**src/rtl/fpu_f64_issue_ctrl.sv**
```systemverilog
// Purpose: issue stage for the FLOAT64 ALU units; latches one op, drives the shared unit interface, captures the result.
// Latency: a unit that is ready at once gives res_valid two cycles after the request cycle; at most TIMEOUT BUSY cycles.
// Backpressure: req_ready only in IDLE without clean; the result is held in RESP until res_ready.
//
// Ports:
//   clk, rst (async active-low), clean (sync flush, forwarded as unit_clean)
//   req_*   : request handshake + target unit, funcSelect, operands
//   unit_*  : shared ALU interface out (start/sel/func/numA/numB/clean), per-unit numC/ready/err in
//   res_*   : result handshake + data, error and timeout flags
//   busy    : controller is not IDLE
module fpu_f64_issue_ctrl #(
    parameter int NUM_UNITS = 4,
    parameter int UNIT_W    = 2,
    parameter int TIMEOUT   = 64,
    parameter int CNT_W     = 7
) (
    input  logic                      clk,
    input  logic                      rst,
    input  logic                      clean,
    input  logic                      req_valid,
    output logic                      req_ready,
    input  logic [UNIT_W-1:0]         req_unit,
    input  logic [1:0]                req_func,
    input  logic [63:0]               req_numA,
    input  logic [63:0]               req_numB,
    output logic                      unit_start,
    output logic [UNIT_W-1:0]         unit_sel,
    output logic [1:0]                unit_func,
    output logic [63:0]               unit_numA,
    output logic [63:0]               unit_numB,
    output logic                      unit_clean,
    input  logic [NUM_UNITS*64-1:0]   unit_numC,
    input  logic [NUM_UNITS-1:0]      unit_ready,
    input  logic [NUM_UNITS-1:0]      unit_err,
    output logic                      res_valid,
    input  logic                      res_ready,
    output logic [63:0]               res_data,
    output logic                      res_error,
    output logic                      res_timeout,
    output logic                      busy
);

    typedef enum logic [1:0] {
        IDLE = 2'd0,
        BUSY = 2'd1,
        RESP = 2'd2
    } state_t;

    localparam logic [CNT_W-1:0] CNT_LAST = CNT_W'(TIMEOUT - 1);

    state_t             state;
    logic [CNT_W-1:0]   cnt;

    // Selected-unit view. A select index with no attached unit leaves
    // selValid low, so nothing is ever indexed out of range.
    logic               selValid;
    logic               selReady;
    logic               selErr;
    logic [63:0]        selData;

    always_comb begin
        selValid = 1'b0;
        selReady = 1'b0;
        selErr   = 1'b0;
        selData  = '0;
        for (int k = 0; k < NUM_UNITS; k++) begin
            if (unit_sel == UNIT_W'(k)) begin
                selValid = 1'b1;
                selReady = unit_ready[k];
                selErr   = unit_err[k];
                selData  = unit_numC[k*64 +: 64];
            end
        end
    end

    assign req_ready  = (state == IDLE) && !clean;
    assign busy       = (state != IDLE);
    assign unit_clean = clean;

    always_ff @(posedge clk or negedge rst) begin
        if (!rst) begin
            state       <= IDLE;
            cnt         <= '0;
            unit_start  <= 1'b0;
            unit_sel    <= '0;
            unit_func   <= '0;
            unit_numA   <= '0;
            unit_numB   <= '0;
            res_valid   <= 1'b0;
            res_data    <= '0;
            res_error   <= 1'b0;
            res_timeout <= 1'b0;
        end else if (clean) begin
            // Flush drops both the in-flight op and any pending result.
            state      <= IDLE;
            cnt        <= '0;
            unit_start <= 1'b0;
            res_valid  <= 1'b0;
        end else begin
            case (state)
                IDLE: begin
                    if (req_valid) begin
                        unit_sel   <= req_unit;
                        unit_func  <= req_func;
                        unit_numA  <= req_numA;
                        unit_numB  <= req_numB;
                        cnt        <= '0;
                        unit_start <= 1'b1;
                        state      <= BUSY;
                    end
                end
                BUSY: begin
                    if (!selValid) begin
                        // No such unit: fail immediately instead of waiting for a timeout.
                        res_data    <= '0;
                        res_error   <= 1'b1;
                        res_timeout <= 1'b0;
                        res_valid   <= 1'b1;
                        unit_start  <= 1'b0;
                        state       <= RESP;
                    end else if (selReady) begin
                        res_data    <= selData;
                        res_error   <= selErr;
                        res_timeout <= 1'b0;
                        res_valid   <= 1'b1;
                        unit_start  <= 1'b0;
                        state       <= RESP;
                    end else if (cnt == CNT_LAST) begin
                        res_data    <= '0;
                        res_error   <= 1'b1;
                        res_timeout <= 1'b1;
                        res_valid   <= 1'b1;
                        unit_start  <= 1'b0;
                        state       <= RESP;
                    end else begin
                        cnt <= cnt + 1'b1;
                    end
                end
                RESP: begin
                    if (res_ready) begin
                        res_valid <= 1'b0;
                        state     <= IDLE;
                    end
                end
                default: begin
                    state      <= IDLE;
                    unit_start <= 1'b0;
                    res_valid  <= 1'b0;
                end
            endcase
        end
    end

endmodule
```
**config.mk**
```make
export PLATFORM = sky130hd
export DESIGN_NAME = fpu_f64_issue_ctrl
export DESIGN_NICKNAME = d
export VERILOG_FILES = /design/src/rtl/fpu_f64_issue_ctrl.sv
export SDC_FILE = /design/constraint.sdc
export NUM_CORES = 1
export LEC_CHECK = 0
export BUFFER_PORTS_ARGS = -buffer_cell sky130_fd_sc_hd__buf_2
export CORE_AREA = 2 2 236 238
export CTS_CLUSTER_SIZE = 20
export DETAILED_ROUTE_END_ITERATION = 10
export DIE_AREA = 0 0 238 240
export GPL_TIMING_DRIVEN = 0
export PLACE_DENSITY = 0.46
export SLEW_MARGIN = 5
export SYNTH_ARGS = -nofsm -noshare
export SYNTH_HDL_FRONTEND = slang
export SYNTH_SLANG_ARGS = --single-unit
```
**constraint.sdc**
```tcl
create_clock -name clk -period 2.6 [get_ports clk]
set_input_delay 0.26 -clock clk [delete_from_list [all_inputs] [get_ports clk]]
set_output_delay 0.26 -clock clk [all_outputs]
set_load 0.005 [all_outputs]
```
==> impl_results.md, run 1 <==
- Status: completed
- Post-Route Skew: 0.0151 ns
- Dominant synthesized flop cell: dfrtp_1
- Placed Cells: 1927
- Minimum clock period: about 2.5 ns
- Final hold violations: 0
- Cells after Synth: just over 600
- Average size of a mapped cell: 15.3 sq um
- CP max FO: 10
- Largest cells by area after synthesis: dfrtp_1, mux2_2, mux4_2
- Highest ir drop seen on vdd: 0.346 mV
- DR vias: 8649
- Critical Path Start Type: register
- Core area: 54700 sq um
- Nets@finish: 1789
- Sequential area share after synthesis: 0.553
- Power per standard cell area: 822 nW/um^2
- Die area: ~57000 sq um
- CTS Root Cell: clkbuf_16
- Commonest non-fill, non-tap cell in the layout: buf_2
- Cells on Worst Hold Path: 3
- Synth Warn #: 0
- Die Span X: roughly 240 um
- Max-slew headroom: 0.385
- TritonCTS clock tree: done
- CTS sink cnt: 209
- Antenna-violating nets left: 0
- Worst R2R Path Depth: 5
- Most frequent cells in the layout: buf_2, dfrtp_1, dlygate4sd3_1, mux2_2, mux4_2
- Area share of the largest cell type after synthesis: 0.553
- Gpl congestion: 0.872
- Max cap viols: 0
- Post-synth ARST share: 1.00
- CP required: around 3 ns
- Synth area leader: dfrtp_1
- Final setup fails: 0
- Max frequency: 396 MHz
- Final Instance Count excl. Fillers: 2117
- Post-synth EDFFs: 0
- Crit share post-route: 0.972
- Hold/Removal Path Class: in -> reg
- Routed WL: 42700 um
- Vias per std cell: a little over 4
- Final Max Slew Viols: 0
- Vias in the first global route: about 9.4k
- Worst skew pair latency: 0.54 ns
- Unrepaired setup endpoints after global routing: false
- Grt total ovfl: 0
- Initial Util: 0.173
- I/O Buffers: 602
- Gr usage total: 0.143
- CP Capture Type: register
- Mapped Nets: 1021
- DRC: 0
- Crit path arrival time: 2.96 ns
- Number of H-tree levels: 1
- Netlist Area Pre-Place: 9460 sq um
- Initial antenna violation count: 21
- I/O pin cnt: 604
- Largest net degree at the start of global routing: between 90 and 100
- Critical path class: reg -> reg
- 1st-iter DRT viols: 245
- Std cell rows: 86
- CTS Buf Count: 25
- DP HPWL: 34100 um
- Clk slew on worst S/H paths: 0.06 ns
- Count of cell types in the netlist: 37
- Leak: 7.38 nW
- Die height: ~240 um
- Worst-Margin Slew: 0.922 ns
- Routed WL per cell: 20.2 um
- Clock buffer depth: 3
- WHS: 0.0875 ns
- Total Power: about 13 mW
- Layout cells sized above 1: 0.626
- First-pass GRT wire length: 60300 um
- DRT Pass-1 Iters: 5
- Post-synthesis register bit count: around 210
- Area grow syn2layout: 65.0%
cells by family after synthesis:
kind of cell / synth area share
DFF: 0.553
adders and majority gates: 0.00132
muxes: 0.314
and+or+nand+nor: 0.0340
AOI/OAI and AO/OA: 0.0700
buffers and inverters: 0.0276
through the flow:
stage	setup slack [ns]	area, sq um	utilization	TNS [ns]
final	0.0733	15600	0.286	0
after global routing	0.0180	15600	0.285	0
after CTS	0.0542	15600	0.285	0
after detailed placement	-0.622	13400	0.245	-58.99
after global placement	-2.53	13400	0.244	-572.22
after floorplan	0.672	9460	-	0
worst max-delay path, cell delays in order, from the launching register on:
cell	delay, ns
dfrtp_1	0.50
clkbuf_1	0.64
clkbuf_1	0.63
mux4_2	0.46
nand3_1	0.12
nand2_1	0.06
path summary, 6_finish.rpt:
kind | start | to | slack [ns]
hold reg to reg | res_data[58] | res_data[58] | 0.50
setup / recovery | unit_sel[1] | res_data[62] | 0.07
min in group asynchronous | rst | unit_numA[31] | 0.16
setup reg to reg | unit_sel[1] | res_data[62] | 0.07
hold / removal | req_valid | unit_start | 0.09
max in group asynchronous | rst | res_data[31] | 1.68
synthesized netlist by cell type (2+ instances only):
library cell and number:
dfrtp_1 209, mux2_2 132, mux4_2 66, a22o_1 46, nand2_1 32, buf_2 26
o21ai_0 24, nand3_1 21, clkbuf_1 20, inv_1 6, a21oi_1 3, nor3_1 3
o31ai_1 3, a31oi_1 2, buf_6 2, nor2_1 2, nor4_1 2
routing by layer:
metal / part of all wire / GRT usage / up-vias
met1: 0.36 / 0.153 / 4230
li1: - / - / 3912
met4: 0.042 / 0.0589 / 10
met5: 0.0017 / 0 / -
met2: 0.52 / 0.265 / 416
met3: 0.076 / 0.0386 / 81
what timing repair did:
item	CTS	global route
endpoints found under the setup margin	193	27
pin swaps	1	0
hold endpoints to repair	342	0
gates resized for setup	3	3
buffers inserted	3	0
hold buffers	134	0
power by group:
group          leakage (nW)  total (mW)  internal (mW)  switching (mW)
combinational          4.48        4.56           2.50            2.05
clock                 0.379        3.37           1.97            1.39
sequential             2.52        4.91           4.32           0.593
total                  7.38        12.8           8.79            4.04
flip-flops by register name, indices dropped and copies added (netlist names):
signal and flops:
res_error 1, unit_sel 2, unit_start 1, unit_numB 64, unit_numA 64, res_data 64
res_valid 1, state 2, res_timeout 1, unit_func 2, cnt 7
area by class of cell:
type / instances / area [sq um]
clock buffers: 36 / 707
flip-flops and latches: 209 / 5230
clock inverters: 8 / 70.1
inverters: 6 / 22.5
multi-input cells: 354 / 3990
well taps: 704 / 881
plain buffers: 50 / 245
fillers: 5670 / 39100
repair buffers: 741 / 4440
diodes: 9 / 22.5
Power figures use the tool's default switching activity.
==> run 2, diff against run 1 <==
==> constraint.sdc (replaced) <==
create_clock -name clk -period 2.9 [get_ports clk]
set_input_delay 0.29 -clock clk [delete_from_list [all_inputs] [get_ports clk]]
set_output_delay 0.29 -clock clk [all_outputs]
set_load 0.005 [all_outputs]
==> impl_results.md, run 2 (synthesis results as in run 1) <==
- Routed WL: 42600 um
- Die Span X: 238 um
- Biggest regs: res_data x64, unit_numA x64, unit_numB x64
- Max cap viols: 0
- Vias in the first global route: about 9.4k
- Dpl ws: -0.322 ns
- CP max FO: 10
- Crit. path cell count: 5
- Clk slew on worst S/H paths: around 0.060 ns
- Worst Slack Setup Final: about 0.17 ns
- DR vias: 8645
- Crit-path leading delay family: buffers and inverters
- CP bufs+invs: 2
- TritonCTS clock tree: done
- Worst R2R Setup Slack: about 0.17 ns
- Power per standard cell area: about 740 nW/um^2
- Hold/Removal Path Class: in -> reg
- Worst path most repeated cell: clkbuf_1
- Worst skew pair latency: 0.55 ns
- Worst-Margin Slew: ~0.97 ns
- I/O pin cnt: 604
- Grt total ovfl: 0
- Antenna-violating nets left: 0
- Std cell rows: 86
- Unrepaired setup endpoints after global routing: false
- First-pass GRT wire length: around 60000 um
- Max frequency: 366 MHz
- CTS sink cnt: 209
- DRT Pass-1 Iters: 4
- Clock buffer depth: 3
- Post-layout util: 0.284
- Routed WL per cell: roughly 20 um
- Critical Path Start Type: register
- Highest ir drop seen on vdd: 0.309 mV
- Crit path arrival time: 3.16 ns
- DRC: 0
- Leak: 7.36 nW
- Cells on Worst Hold Path: 2
- Nets@finish: 1784
- CTS Root Cell: clkbuf_16
- Vias per std cell: 4.10
- Commonest non-fill, non-tap cell in the layout: buf_2
- Most frequent cells in the layout: buf_2, dfrtp_1, mux2_2, dlygate4sd3_1, mux4_2
- Core area: 54700 sq um
- Die area: 57100 sq um
- I/O Buffers: approximately 600
- Gr usage total: 0.142
- Die height: 240 um
- Initial Util: 0.173
- Worst R2R Path Depth: 5
- Gpl congestion: 0.872
- Crit path cell chain: clkbuf_1 > clkbuf_1 > mux4_2 > nand3_1 > nand2_1
- Total Power: 11.5 mW
- 1st-iter DRT viols: 237
- Final Max Slew Viols: 0
- CP peak stage delay: 0.79 ns
- Final setup fails: 0
- Critical path class: reg -> reg
- CP required: 3.33 ns
- Final hold violations: 0
- Number of H-tree levels: 1
- CTS Buf Count: 25
- DP HPWL: 34100 um
- Minimum clock period: 2.73 ns
- Max-slew headroom: 0.350
- Slowest CP cell: clkbuf_1
- Status: completed
- Largest net degree at the start of global routing: 98
- Crit share post-route: 0.941
- CP Capture Type: register
- Initial antenna violation count: 21
- Layout cells sized above 1: 0.626
- Post-Route Skew: roughly 0.018 ns
- Area grow syn2layout: 64.3%
-- run 2: cell count changes in the layout (fill, tap and decap cells not counted), sizes merged --
cell	delta
diode	-4
clkbuf	-2
dlygate4sd3	-3
-- run 2: metrics by stage --
stage	instances	setup TNS (ns)	hold slack [ns]	area (sq um)
after floorplan	619	0	-0.00559	9460
after global routing	2107	0	0.000380	15500
final	2108	0	0.0242	15500
after global placement	1925	-480.19	0.478	13400
after detailed placement	1927	-19.63	0.138	13400
after CTS	2103	0	0.00225	15500
-- run 2: layer usage --
layer | track usage | vias to the layer above | share of wire
li1 | - | 3896 | -
met4 | 0.0589 | 10 | 0.043
met1 | 0.152 | 4220 | 0.36
met2 | 0.264 | 431 | 0.52
met5 | 0 | - | 0.0017
met3 | 0.0387 | 88 | 0.075
-- run 2: worst reg2reg max path: cells and delay by family (launching register included) --
family                 cells  cell delay (ns)
buffers and inverters      2             1.45
DFF                        1             0.50
muxes                      1             0.49
and+or+nand+nor            2             0.18
-- run 2: worst paths after layout --
path                              startpoint       endpoint
worst max register to register   unit_sel[1]    res_data[2]
max in group asynchronous                rst   res_data[31]
worst min register to register  res_data[58]   res_data[58]
worst min-delay path            req_numA[51]  unit_numA[51]
worst max-delay path             unit_sel[1]    res_data[2]
min in group asynchronous                rst  unit_numA[31]
-- run 2: final cells by class --
cell class / count / area, sq um
Antenna cell: 5 / 12.5
Buffer: 50 / 239
Tap cell: 704 / 881
Clock buffer: 36 / 707
Sequential cell: 209 / 5230
Fill cell: 5674 / 39100
Clock inverter: 8 / 70.1
Multi-Input combinational cell: 354 / 3980
Timing Repair Buffer: 736 / 4400
Inverter: 6 / 22.5
-- run 2: repair_timing --
item	CTS	global route
resized for setup	2	0
hold buffers	131	0
buffers inserted	1	0
hold endpoints to repair	339	0
endpoints found under the setup margin	91	0
-- run 2: power breakdown --
part           switching [mW]  internal, mW
clock                    1.25          1.77
combinational            1.83          2.23
sequential              0.530          3.87
